File: src/rtl/frame_buf_writer_if.sv
// -----------------------------------------------------------------------------
// frame_buf_writer_if
//
// Bundles the two buses of the frame buffer writer:
//   - the incoming raster pixel stream (valid/ready handshake with
//     start-of-frame and end-of-line markers), and
//   - the outgoing block-RAM write port (strobe, address, data).
//
// Signals:
//   s_valid  source -> writer  beat valid
//   s_ready  writer -> source  beat ready (accept = s_valid && s_ready)
//   s_data   source -> writer  pixel, DATA_WIDTH bits
//   s_sof    source -> writer  first pixel of a frame
//   s_eol    source -> writer  last pixel of a line
//   wr_en    writer -> RAM     write strobe
//   wr_addr  writer -> RAM     write address, ADDR_WIDTH bits
//   wr_data  writer -> RAM     write data, DATA_WIDTH bits
//
// Modports:
//   slave  - the frame buffer writer itself
//   master - the pixel source / RAM side (e.g. a testbench)
// -----------------------------------------------------------------------------
interface frame_buf_writer_if #(
  parameter int ADDR_WIDTH = 16,
  parameter int DATA_WIDTH = 24
);
  logic                  s_valid;
  logic                  s_ready;
  logic [DATA_WIDTH-1:0] s_data;
  logic                  s_sof;
  logic                  s_eol;
  logic                  wr_en;
  logic [ADDR_WIDTH-1:0] wr_addr;
  logic [DATA_WIDTH-1:0] wr_data;

  modport slave (
    input  s_valid, s_data, s_sof, s_eol,
    output s_ready, wr_en, wr_addr, wr_data
  );

  modport master (
    output s_valid, s_data, s_sof, s_eol,
    input  s_ready, wr_en, wr_addr, wr_data
  );
endinterface

File: src/rtl/frame_buf_writer.sv
// -----------------------------------------------------------------------------
// frame_buf_writer
//
// Takes a raster pixel stream and writes one H_ACTIVE x V_ACTIVE frame into a
// block RAM, pixel (row, col) landing at address row*H_ACTIVE + col. Capture
// starts at the first start-of-frame beat seen after arm is high. Line length
// is checked against the end-of-line marker. A bad line makes the writer drop
// back to hunting for the next start-of-frame. A start-of-frame in the middle
// of a frame restarts the frame at address 0. Each completed frame produces a
// frame_done pulse and bumps frame_cnt.
//
// Ports:
//   clk         system clock, rising edge
//   rst         asynchronous, active-high reset
//   arm         level; allows capture of the next frame
//   bus         stream in / RAM write out (frame_buf_writer_if.slave)
//   busy        high while hunting for SOF or writing a frame
//   frame_done  one-cycle pulse, coincident with the last pixel's write
//   err_sync    one-cycle pulse per framing error
//   frame_cnt   completed-frame counter, wraps 255 -> 0
//
// Timing: a beat accepted at edge N shows up on the RAM port in cycle N+1.
// s_ready and busy depend only on the registered state. There is no
// combinational path from s_valid to s_ready.
// -----------------------------------------------------------------------------
module frame_buf_writer #(
  parameter int ADDR_WIDTH = 16,
  parameter int DATA_WIDTH = 24,
  parameter int H_ACTIVE   = 256,
  parameter int V_ACTIVE   = 256
) (
  input  logic               clk,
  input  logic               rst,
  input  logic               arm,
  frame_buf_writer_if.slave  bus,
  output logic               busy,
  output logic               frame_done,
  output logic               err_sync,
  output logic [7:0]         frame_cnt
);

  // V_ACTIVE = 1 would give a zero-width row counter, so keep it at least 1 bit.
  localparam int COL_W = $clog2(H_ACTIVE);
  localparam int ROW_W = (V_ACTIVE > 1) ? $clog2(V_ACTIVE) : 1;

  localparam logic [COL_W-1:0]      COL_LAST = COL_W'(H_ACTIVE - 1);
  localparam logic [ROW_W-1:0]      ROW_LAST = ROW_W'(V_ACTIVE - 1);
  localparam logic [COL_W-1:0]      COL_ONE  = COL_W'(1);
  localparam logic [ROW_W-1:0]      ROW_ONE  = ROW_W'(1);
  localparam logic [ADDR_WIDTH-1:0] ADDR_ONE = ADDR_WIDTH'(1);

  typedef enum logic [1:0] {
    ST_IDLE     = 2'd0,
    ST_WAIT_SOF = 2'd1,
    ST_WRITE    = 2'd2,
    ST_DONE     = 2'd3
  } state_t;

  // Registered state
  state_t                r_state;
  logic [COL_W-1:0]      r_col;
  logic [ROW_W-1:0]      r_row;
  logic [ADDR_WIDTH-1:0] r_addr;
  logic                  r_wr_en;
  logic [ADDR_WIDTH-1:0] r_wr_addr;
  logic [DATA_WIDTH-1:0] r_wr_data;
  logic                  r_err_sync;
  logic [7:0]            r_frame_cnt;

  // Next-state values
  state_t                w_state_next;
  logic [COL_W-1:0]      w_col_next;
  logic [ROW_W-1:0]      w_row_next;
  logic [ADDR_WIDTH-1:0] w_addr_next;
  logic                  w_wr_en_next;
  logic [ADDR_WIDTH-1:0] w_wr_addr_next;
  logic [DATA_WIDTH-1:0] w_wr_data_next;
  logic                  w_err_sync_next;
  logic [7:0]            w_frame_cnt_next;

  logic                  w_ready;
  logic                  w_accept;
  logic                  w_col_last;
  logic                  w_row_last;

  // Decoded from the registered state only.
  assign w_ready    = (r_state == ST_WAIT_SOF) || (r_state == ST_WRITE);
  assign w_accept   = bus.s_valid && w_ready;
  assign w_col_last = (r_col == COL_LAST);
  assign w_row_last = (r_row == ROW_LAST);

  // ---------------------------------------------------------------------------
  // State register
  // ---------------------------------------------------------------------------
  always_ff @(posedge clk or posedge rst) begin
    if (rst) begin
      r_state     <= ST_IDLE;
      r_col       <= '0;
      r_row       <= '0;
      r_addr      <= '0;
      r_wr_en     <= 1'b0;
      r_wr_addr   <= '0;
      r_wr_data   <= '0;
      r_err_sync  <= 1'b0;
      r_frame_cnt <= '0;
    end else begin
      r_state     <= w_state_next;
      r_col       <= w_col_next;
      r_row       <= w_row_next;
      r_addr      <= w_addr_next;
      r_wr_en     <= w_wr_en_next;
      r_wr_addr   <= w_wr_addr_next;
      r_wr_data   <= w_wr_data_next;
      r_err_sync  <= w_err_sync_next;
      r_frame_cnt <= w_frame_cnt_next;
    end
  end

  // ---------------------------------------------------------------------------
  // Next-state and write-port logic
  // ---------------------------------------------------------------------------
  always_comb begin
    w_state_next     = r_state;
    w_col_next       = r_col;
    w_row_next       = r_row;
    w_addr_next      = r_addr;
    w_wr_en_next     = 1'b0;
    w_wr_addr_next   = r_wr_addr;
    w_wr_data_next   = r_wr_data;
    w_err_sync_next  = 1'b0;
    w_frame_cnt_next = r_frame_cnt;

    unique case (r_state)
      ST_IDLE: begin
        w_col_next  = '0;
        w_row_next  = '0;
        w_addr_next = '0;
        if (arm) begin
          w_state_next = ST_WAIT_SOF;
        end
      end

      ST_WAIT_SOF: begin
        // Beats without SOF are swallowed so that a source already running
        // mid-frame does not stall.
        if (w_accept && bus.s_sof) begin
          w_wr_en_next   = 1'b1;
          w_wr_addr_next = '0;
          w_wr_data_next = bus.s_data;
          w_col_next     = COL_ONE;
          w_row_next     = '0;
          w_addr_next    = ADDR_ONE;
          w_state_next   = ST_WRITE;
        end
      end

      ST_WRITE: begin
        if (w_accept) begin
          if (bus.s_sof) begin
            // The source restarted its frame, so follow it. The SOF pixel is
            // still good data, so write it rather than dropping a frame.
            w_err_sync_next = 1'b1;
            w_wr_en_next    = 1'b1;
            w_wr_addr_next  = '0;
            w_wr_data_next  = bus.s_data;
            w_col_next      = COL_ONE;
            w_row_next      = '0;
            w_addr_next     = ADDR_ONE;
          end else if (bus.s_eol != w_col_last) begin
            // Short or long line: the position of the rest of the frame can
            // no longer be trusted, so wait for the next SOF.
            w_err_sync_next = 1'b1;
            w_col_next      = '0;
            w_row_next      = '0;
            w_addr_next     = '0;
            w_state_next    = ST_WAIT_SOF;
          end else begin
            w_wr_en_next   = 1'b1;
            w_wr_addr_next = r_addr;
            w_wr_data_next = bus.s_data;
            w_addr_next    = r_addr + ADDR_ONE;
            if (w_col_last) begin
              w_col_next = '0;
              if (w_row_last) begin
                // Count the frame now so that frame_cnt already shows the new
                // value while frame_done is high.
                w_row_next       = '0;
                w_state_next     = ST_DONE;
                w_frame_cnt_next = r_frame_cnt + 8'd1;
              end else begin
                w_row_next = r_row + ROW_ONE;
              end
            end else begin
              w_col_next = r_col + COL_ONE;
            end
          end
        end
      end

      ST_DONE: begin
        w_state_next = ST_IDLE;
      end

      default: begin
        w_state_next = ST_IDLE;
      end
    endcase
  end

  // ---------------------------------------------------------------------------
  // Outputs
  // ---------------------------------------------------------------------------
  assign bus.s_ready = w_ready;
  assign bus.wr_en   = r_wr_en;
  assign bus.wr_addr = r_wr_addr;
  assign bus.wr_data = r_wr_data;
  assign busy        = w_ready;
  assign frame_done  = (r_state == ST_DONE);
  assign err_sync    = r_err_sync;
  assign frame_cnt   = r_frame_cnt;

endmodule
File: src/flat_wrapper.sv
// flat-port wrapper written by rule: the top's interface ports become plain ports
module frame_buf_writer_flat 
#(
  parameter int ADDR_WIDTH = 16,
  parameter int DATA_WIDTH = 24,
  parameter int H_ACTIVE   = 256,
  parameter int V_ACTIVE   = 256
)
  (clk, rst, arm, busy, frame_done, err_sync, frame_cnt, bus_s_valid, bus_s_data, bus_s_sof, bus_s_eol, bus_s_ready, bus_wr_en, bus_wr_addr, bus_wr_data);
  frame_buf_writer_if #(.ADDR_WIDTH(ADDR_WIDTH), .DATA_WIDTH(DATA_WIDTH)) bus_i ();
  input  logic clk;
  input  logic rst;
  input  logic arm;
  output logic busy;
  output logic frame_done;
  output logic err_sync;
  output logic [7:0] frame_cnt;
  input wire logic [$bits(bus_i.s_valid)-1:0] bus_s_valid;
  input wire logic [$bits(bus_i.s_data)-1:0] bus_s_data;
  input wire logic [$bits(bus_i.s_sof)-1:0] bus_s_sof;
  input wire logic [$bits(bus_i.s_eol)-1:0] bus_s_eol;
  output wire logic [$bits(bus_i.s_ready)-1:0] bus_s_ready;
  output wire logic [$bits(bus_i.wr_en)-1:0] bus_wr_en;
  output wire logic [$bits(bus_i.wr_addr)-1:0] bus_wr_addr;
  output wire logic [$bits(bus_i.wr_data)-1:0] bus_wr_data;
  assign bus_i.s_valid = bus_s_valid;
  assign bus_i.s_data = bus_s_data;
  assign bus_i.s_sof = bus_s_sof;
  assign bus_i.s_eol = bus_s_eol;
  assign bus_s_ready = bus_i.s_ready;
  assign bus_wr_en = bus_i.wr_en;
  assign bus_wr_addr = bus_i.wr_addr;
  assign bus_wr_data = bus_i.wr_data;
  frame_buf_writer #(.ADDR_WIDTH(ADDR_WIDTH), .DATA_WIDTH(DATA_WIDTH), .H_ACTIVE(H_ACTIVE), .V_ACTIVE(V_ACTIVE)) u_core (.clk(clk), .rst(rst), .arm(arm), .bus(bus_i), .busy(busy), .frame_done(frame_done), .err_sync(err_sync), .frame_cnt(frame_cnt));
endmodule
File: config.mk
export PLATFORM = sky130hd
export DESIGN_NAME = frame_buf_writer_flat
export DESIGN_NICKNAME = d
export VERILOG_FILES = /design/src/rtl/frame_buf_writer_if.sv /design/src/rtl/frame_buf_writer.sv /design/src/flat_wrapper.sv
export SDC_FILE = /design/constraint.sdc
export NUM_CORES = 1
export LEC_CHECK = 0
export ABC_CLOCK_PERIOD_IN_PS = 7900
export CORE_UTILIZATION = 55
export DETAILED_ROUTE_END_ITERATION = 8
export PLACE_DENSITY = 0.94
export SETUP_SLACK_MARGIN = 0.4
export SYNTH_ARGS = -nofsm -noshare
export SYNTH_HDL_FRONTEND = slang
export SYNTH_SLANG_ARGS = --single-unit
File: constraint.sdc
create_clock -name clk -period 7.9 [get_ports clk]
set_input_delay 1.58 -clock clk [delete_from_list [all_inputs] [get_ports clk]]
set_output_delay 1.58 -clock clk [all_outputs]
set_load 0.02 [all_outputs]
==> metrics.csv, run 1 <==
metric,value,unit
Switch Pwr,0.593,mW
core box area,6940,um^2
slew at the pin with the worst max-slew slack,0.999,ns
CP Max Fanout,19,
"Net Count, Synth",393,
hold path depth,1,
Die Ht,87.6,um
Max-slew headroom,0.334,
TritonCTS clock tree,built,
ratio of cells with drive above 1 in the final layout,0.118,
Post-synth ARST share,1.00,
DRT iter0 DRCs,439,
Slowest Stage Delay on Critical Path,0.77,ns
Area Growth Syn to Fin,26.5,%
Final GP Congestion,0.888,
Mapped Cells,354,
Pleak,2.25,nW
Worst setup SP type,input port,
CP max stage cell,and3_1,
Initial Utilization,0.580,
clk_skew,0.0103,ns
period utilization,0.479,
"Setup Fix Bufs, Post-CTS",0,
Pwr Density,304,nW/um^2
Synth Flop Type,dfrtp_1,
CTS Buf Count,9,
# port buffers,82,
worst skew pair latency,0.37,ns
ANT cells,0,
RSZ-0062 raised after global routing,false,
met2 layer usage reported by global route,0.491,
status,"complete, no violations",
Fillers,392,
via count,3348,
largest net degree at the start of global routing,85,
WP data arrival,4.03,ns
synthesized flop and latch total,84,
row count,30,
met3 usage,0.0500,
Pint,0.954,mW
switching share of power,0.384,
vias in the first global route,3254,
max_cap viols,0,
Tmin final,3.79,ns
"Hold Vio Cnt, Final",0,
cts repair resizes,0,
post-layout util,0.734,
CP Launch Point,bus_s_sof,
"Seq/Total Area, Yosys",0.522,
Total Wirelength,10700,um
Clock Pin Slew Worst Setup and Hold Paths,0.09,ns
TritonRoute pass-1 iters,5,
hold buffers post-CTS,0,
Top Ports,83,
critical path capture point type,flip-flop,
H-Tree Depth,3,
global-route wire length before repair,16700,um
"Distinct cells, synth",43,
r2r worst-path depth,6,
Final Max Slew Viols,0,
Final nets,473,
warnings from Yosys,0,
antenna violations before repair,0,
GRT Util Overall,0.290,
ANT nets after route,0,
CTS root buffer,clkbuf_8,
CP Buf/Inv Count,1,
HP Start,u_core.frame_cnt[7],
Crit Path Class,input port to flip-flop,
remaining global-route overflow,0,
kind of cell adding the most delay to the critical path,simple AND/OR/NAND/NOR gates,
Worst Path Required,8.15,ns
Reg power frac,0.361,
Clk pwr share,0.195,
DRC,0,
fmax,264,MHz
Finish-stage setup viols,0,
die area,7670,um^2
Die W,87.6,um
DR WL/cell,20.1,um
Peak supply drop,0.122,mV
clock sinks,84,
worst-case clock buffer depth,2,
critical path depth in cells,6,
synthesized area,4030,um^2
number of synthesized flops with an enable pin,0,
worst-path cell chain,clkdlybuf4s50_1 -> and3b_1 -> o211ai_1 -> and3_1 -> a21o_1 -> nor2_1,
vias per inst,6.26,
HPWL Detailed,7110,um
GR peak layer,met2,
Synth Area per Inst,11.4,um^2
path type of the worst min-delay path,flip-flop to flip-flop,
Fin Setup TNS,0,ns
grt met1 use,0.365,
Comb pwr share,0.444,
Reg-to-Reg Start,u_core.r_col[0],
## cell families (layout without fill, tap and decap cells)
family,Yosys count,in the layout,share of synthesized area
AOI/OAI and AO/OA,65,65,0.114
adders and majority gates,9,9,0.0280
and+or+nand+nor,124,124,0.165
xor gates and xnor gates,23,23,0.0519
DFF,84,84,0.522
muxes,25,25,0.0885
buffers and inverters,24,109,0.0307
## cells in the mapped netlist (2+ instances only)
master | count | area, um^2
a311oi_1 | 2 | 17.5
and3_1 | 9 | 56.3
o21ai_0 | 13 | 65.1
nor4_1 | 2 | 12.5
inv_1 | 8 | 30.0
xnor2_1 | 8 | 70.1
nand2b_1 | 4 | 25.0
nand2_1 | 23 | 86.3
nand3_1 | 17 | 85.1
and4_1 | 3 | 26.3
o211ai_1 | 2 | 15.0
or3_1 | 3 | 18.8
ha_1 | 9 | 113
mux2_4 | 20 | 300
dfrtp_1 | 84 | 2100
nand4_1 | 10 | 62.6
xor2_1 | 14 | 123
clkbuf_1 | 6 | 22.5
a21oi_1 | 16 | 80.1
buf_2 | 6 | 30.0
a21o_1 | 2 | 15.0
nor2_1 | 23 | 86.3
nand3_2 | 2 | 20.0
mux2_2 | 5 | 56.3
nor3_1 | 19 | 95.1
a22o_1 | 20 | 175
o31ai_1 | 3 | 22.5
and2_1 | 3 | 18.8
buf_6 | 3 | 33.8
nand3b_1 | 2 | 15.0
## final cells by class
type	instances	area, um^2	area share
inverter	8	31.3	0.00614
sequential	84	2100	0.412
clock buffer	11	151	0.0297
tap	96	120	0.0236
multi-input combinational	246	1800	0.354
clock inverter	5	45.0	0.00884
timing repair buffer	85	843	0.165
## cells in the final DEF (no fill, tap or decap), drive strengths merged, types with 3 or more instances in the layout
cell,count
nor2,24
xnor2,9
nor3,19
nand4,11
and2,3
inv,8
or3,3
ha,9
a21oi,16
o31ai,3
xor2,14
clkdlybuf4s50,82
and4,3
buf,3
mux2,25
nand3,19
o21ai,13
nand2,23
nand2b,4
clkinv,4
a22o,20
and3,9
clkbuf,11
dfrtp,84
## registers in the layout, indices dropped and copies added, names as in the netlist
name / count
u_core.r_row: 8
u_core.frame_cnt: 8
u_core.r_state: 2
u_core.err_sync: 1
u_core.bus.wr_addr: 16
u_core.r_addr: 16
u_core.bus.wr_en: 1
u_core.r_col: 8
u_core.bus.wr_data: 24
## final timing paths
path                                          endpoint  slack, ns
worst max-delay path                   u_core.r_row[7]       4.11
worst min-delay path               u_core.frame_cnt[7]       0.51
worst max register to register         u_core.r_row[7]       5.06
worst min register to register     u_core.frame_cnt[7]       0.51
max in group asynchronous       u_core.bus.wr_data[10]       5.41
min in group asynchronous        u_core.bus.wr_data[2]       1.86
## stage by stage
stage          cell area, um^2  power [mW]  std cells  hold slack (ns)  setup slack (ns)
3_5_place_dp              4900        1.23        519            0.485              3.91
6_report                  5100        1.55        535            0.507              4.11
2_1_floorplan             4030       0.990        354            0.457              4.15
3_3_place_gp              4900        1.19        519            0.455              4.05
5_1_grt                   5100        1.61        535            0.535              4.05
4_1_cts                   5100        1.54        535            0.511              4.22
## metal layers
metal / part of all wire / vias to the layer above / routed length [um]
li1: - / 1437 / -
met1: 0.39 / 1596 / 4160
met2: 0.48 / 247 / 5130
met3: 0.090 / 68 / 964
met4: 0.045 / 0 / 485
met5: 0 / - / 0
## power groups by stage
stage / sequential [mW] / clock [mW] / combinational, mW
5_1_grt: 0.564 / 0.317 / 0.725
2_1_floorplan: 0.635 / 0 / 0.355
6_report: 0.558 / 0.301 / 0.687
3_3_place_gp: 0.552 / 0 / 0.642
3_5_place_dp: 0.564 / 0 / 0.668
4_1_cts: 0.558 / 0.300 / 0.682
Power figures use the tool's default switching activity.
==> run 2, diff against run 1 <==
Settings changed: ABC_CLOCK_PERIOD_IN_PS 7900 to 3400, CORE_UTILIZATION 55 to 46, PLACE_DENSITY 0.94 to 0.85.
Clock period 7.9 ns to 3.4 ns, I/O delays scaled along.
==> run 2 against run 1 <==
- clock skew fell by 0.0027 ns
- sequential power rose by 130%
- non-clock buffer count rose by 4
- final area rose by 0.81%
- highest routed layer unchanged
==> metrics.csv, run 2 (synthesis results as in run 1) <==
metric,value,unit,change
DP Cell Count,532,,+2.5%
ANT nets after route,0,,unchanged
H-Tree Depth,3,,unchanged
TritonRoute pass-1 iters,4,,-1
DR WL/cell,15.6,um,-22%
Pwr Density,682,nW/um^2,+120%
Die Ht,95.6,um,+9.1%
Worst setup SP type,flip-flop,,
worst-case clock buffer depth,2,,unchanged
"most common cell after layout, fill and taps aside",dfrtp_1,,
Initial Utilization,0.483,,-0.0971
cts repair resizes,0,,unchanged
Final GP Congestion,0.880,,-0.93%
fmax,383,MHz,
largest net degree at the start of global routing,44,,-48%
Top Ports,83,,unchanged
Total Wirelength,8560,um,-20%
Max-slew headroom,0.490,,+0.156
vias in the first global route,2893,,-11%
ANT cells,0,,unchanged
row count,33,,+10%
Finish-stage setup viols,0,,unchanged
Tmin final,2.61,ns,
DRC,0,,unchanged
TritonCTS clock tree,built,,
Setup WS post-layout,0.792,ns,-3.32 ns
Peak supply drop,0.266,mV,+120%
remaining global-route overflow,0,,unchanged
most frequent cells in the layout,"84 x dfrtp_1, 82 x clkdlybuf4s50_1, 23 x nand2_1, 23 x nor2_1",,
critical path capture point type,primary output,,
post-layout util,0.616,,-0.118
path type of the worst min-delay path,flip-flop to flip-flop,,
period utilization,0.767,,
global-route wire length before repair,13700,um,-18%
flip-flop count of the largest register after layout,24,,unchanged
Die W,95.6,um,+9.1%
antenna violations before repair,0,,unchanged
HPWL Detailed,6210,um,-13%
"Setup Fix Bufs, Post-CTS",0,,unchanged
DRT iter0 DRCs,213,,-51%
status,"complete, no violations",,
via count,3104,,-7.3%
clk_skew,0.00761,ns,-0.00267 ns
CP Max Fanout,6,,-13
Worst Path Required,2.72,ns,-5.43 ns
Crit Path Class,flip-flop to primary output,,
core box area,8340,um^2,+20%
CTS root buffer,clkbuf_8,,
die area,9140,um^2,+19%
vias per inst,5.66,,-9.5%
Fin Setup TNS,0,ns,unchanged
Clock Pin Slew Worst Setup and Hold Paths,0.08,ns,about the same
Pleak,2.28,nW,+1.0%
ratio of cells with drive above 1 in the final layout,0.124,,+0.00570
hold path depth,1,,unchanged
# port buffers,82,,unchanged
clock sinks,84,,unchanged
RSZ-0062 raised after global routing,false,,
WP data arrival,1.93,ns,-2.10 ns
"Hold Vio Cnt, Final",0,,unchanged
GRT Util Overall,0.196,,-0.0941
r2r worst-path depth,8,,+2
hold buffers post-CTS,0,,unchanged
worst skew pair latency,0.36,ns,about the same
max_cap viols,0,,unchanged
Final Power,3.51,mW,+130%
CTS Buf Count,9,,unchanged
Final Max Slew Viols,0,,unchanged
Area Growth Syn to Fin,27.5,%,
register area,2100,um^2,unchanged
multi-input logic area,1800,um^2,unchanged
Fillers,645,,+65%
Final nets,477,,+0.85%
setup slack at placement,0.693,ns,-3.22 ns
slew at the pin with the worst max-slew slack,0.765,ns,-0.234 ns
final std cells w/o fill,548,,+2.4%
[run 2: final timing paths]
| kind | startpoint | end | slack, ns |
|---|---|---|---|
| max | u_core.r_state[0] | bus_s_ready | 0.79 |
| min | u_core.frame_cnt[7] | u_core.frame_cnt[7] | 0.48 |
| min reg2reg | u_core.frame_cnt[7] | u_core.frame_cnt[7] | 0.48 |
| max reg2reg | u_core.r_state[0] | u_core.r_addr[3] | 0.89 |
| min in group asynchronous | rst | u_core.bus.wr_data[5] | 0.75 |
| max in group asynchronous | rst | u_core.r_col[2] | 1.99 |
[run 2: where the power goes]
part           switching, mW  internal [mW]
registers              0.102           1.17
logic                  0.808          0.754
clock network          0.369          0.297
total                   1.28           2.23
[run 2: per-stage QoR]
step | hold WS, ns | area, um^2
2_1_floorplan | 0.457 | 4030
3_3_place_gp | 0.461 | 4950
3_5_place_dp | 0.469 | 4950
4_1_cts | 0.483 | 5140
5_1_grt | 0.497 | 5140
6_report | 0.481 | 5140
[run 2: area by class of cell]
cell class | instances | area share
clock buffer | 11 | 0.0275
clock inverter | 5 | 0.00828
inverter | 8 | 0.00609
multi-input combinational | 246 | 0.351
sequential | 84 | 0.409
tap | 105 | 0.0256
timing repair buffer | 89 | 0.172
[run 2: metal layers]
metal / track usage / vias to the layer above / part of all wire
met1: 0.258 / 1518 / 0.45
met4: 0.0945 / 0 / 0.021
met5: 0 / - / 0
met3: 0.0470 / 18 / 0.078
met2: 0.304 / 111 / 0.45
li1: - / 1457 / -
[run 2: critical path, cell delays in order, from the launching register on]
cell and delay (ns):
dfrtp_1 0.40, inv_1 0.11, ha_1 0.41, clkdlybuf4s50_1 0.65
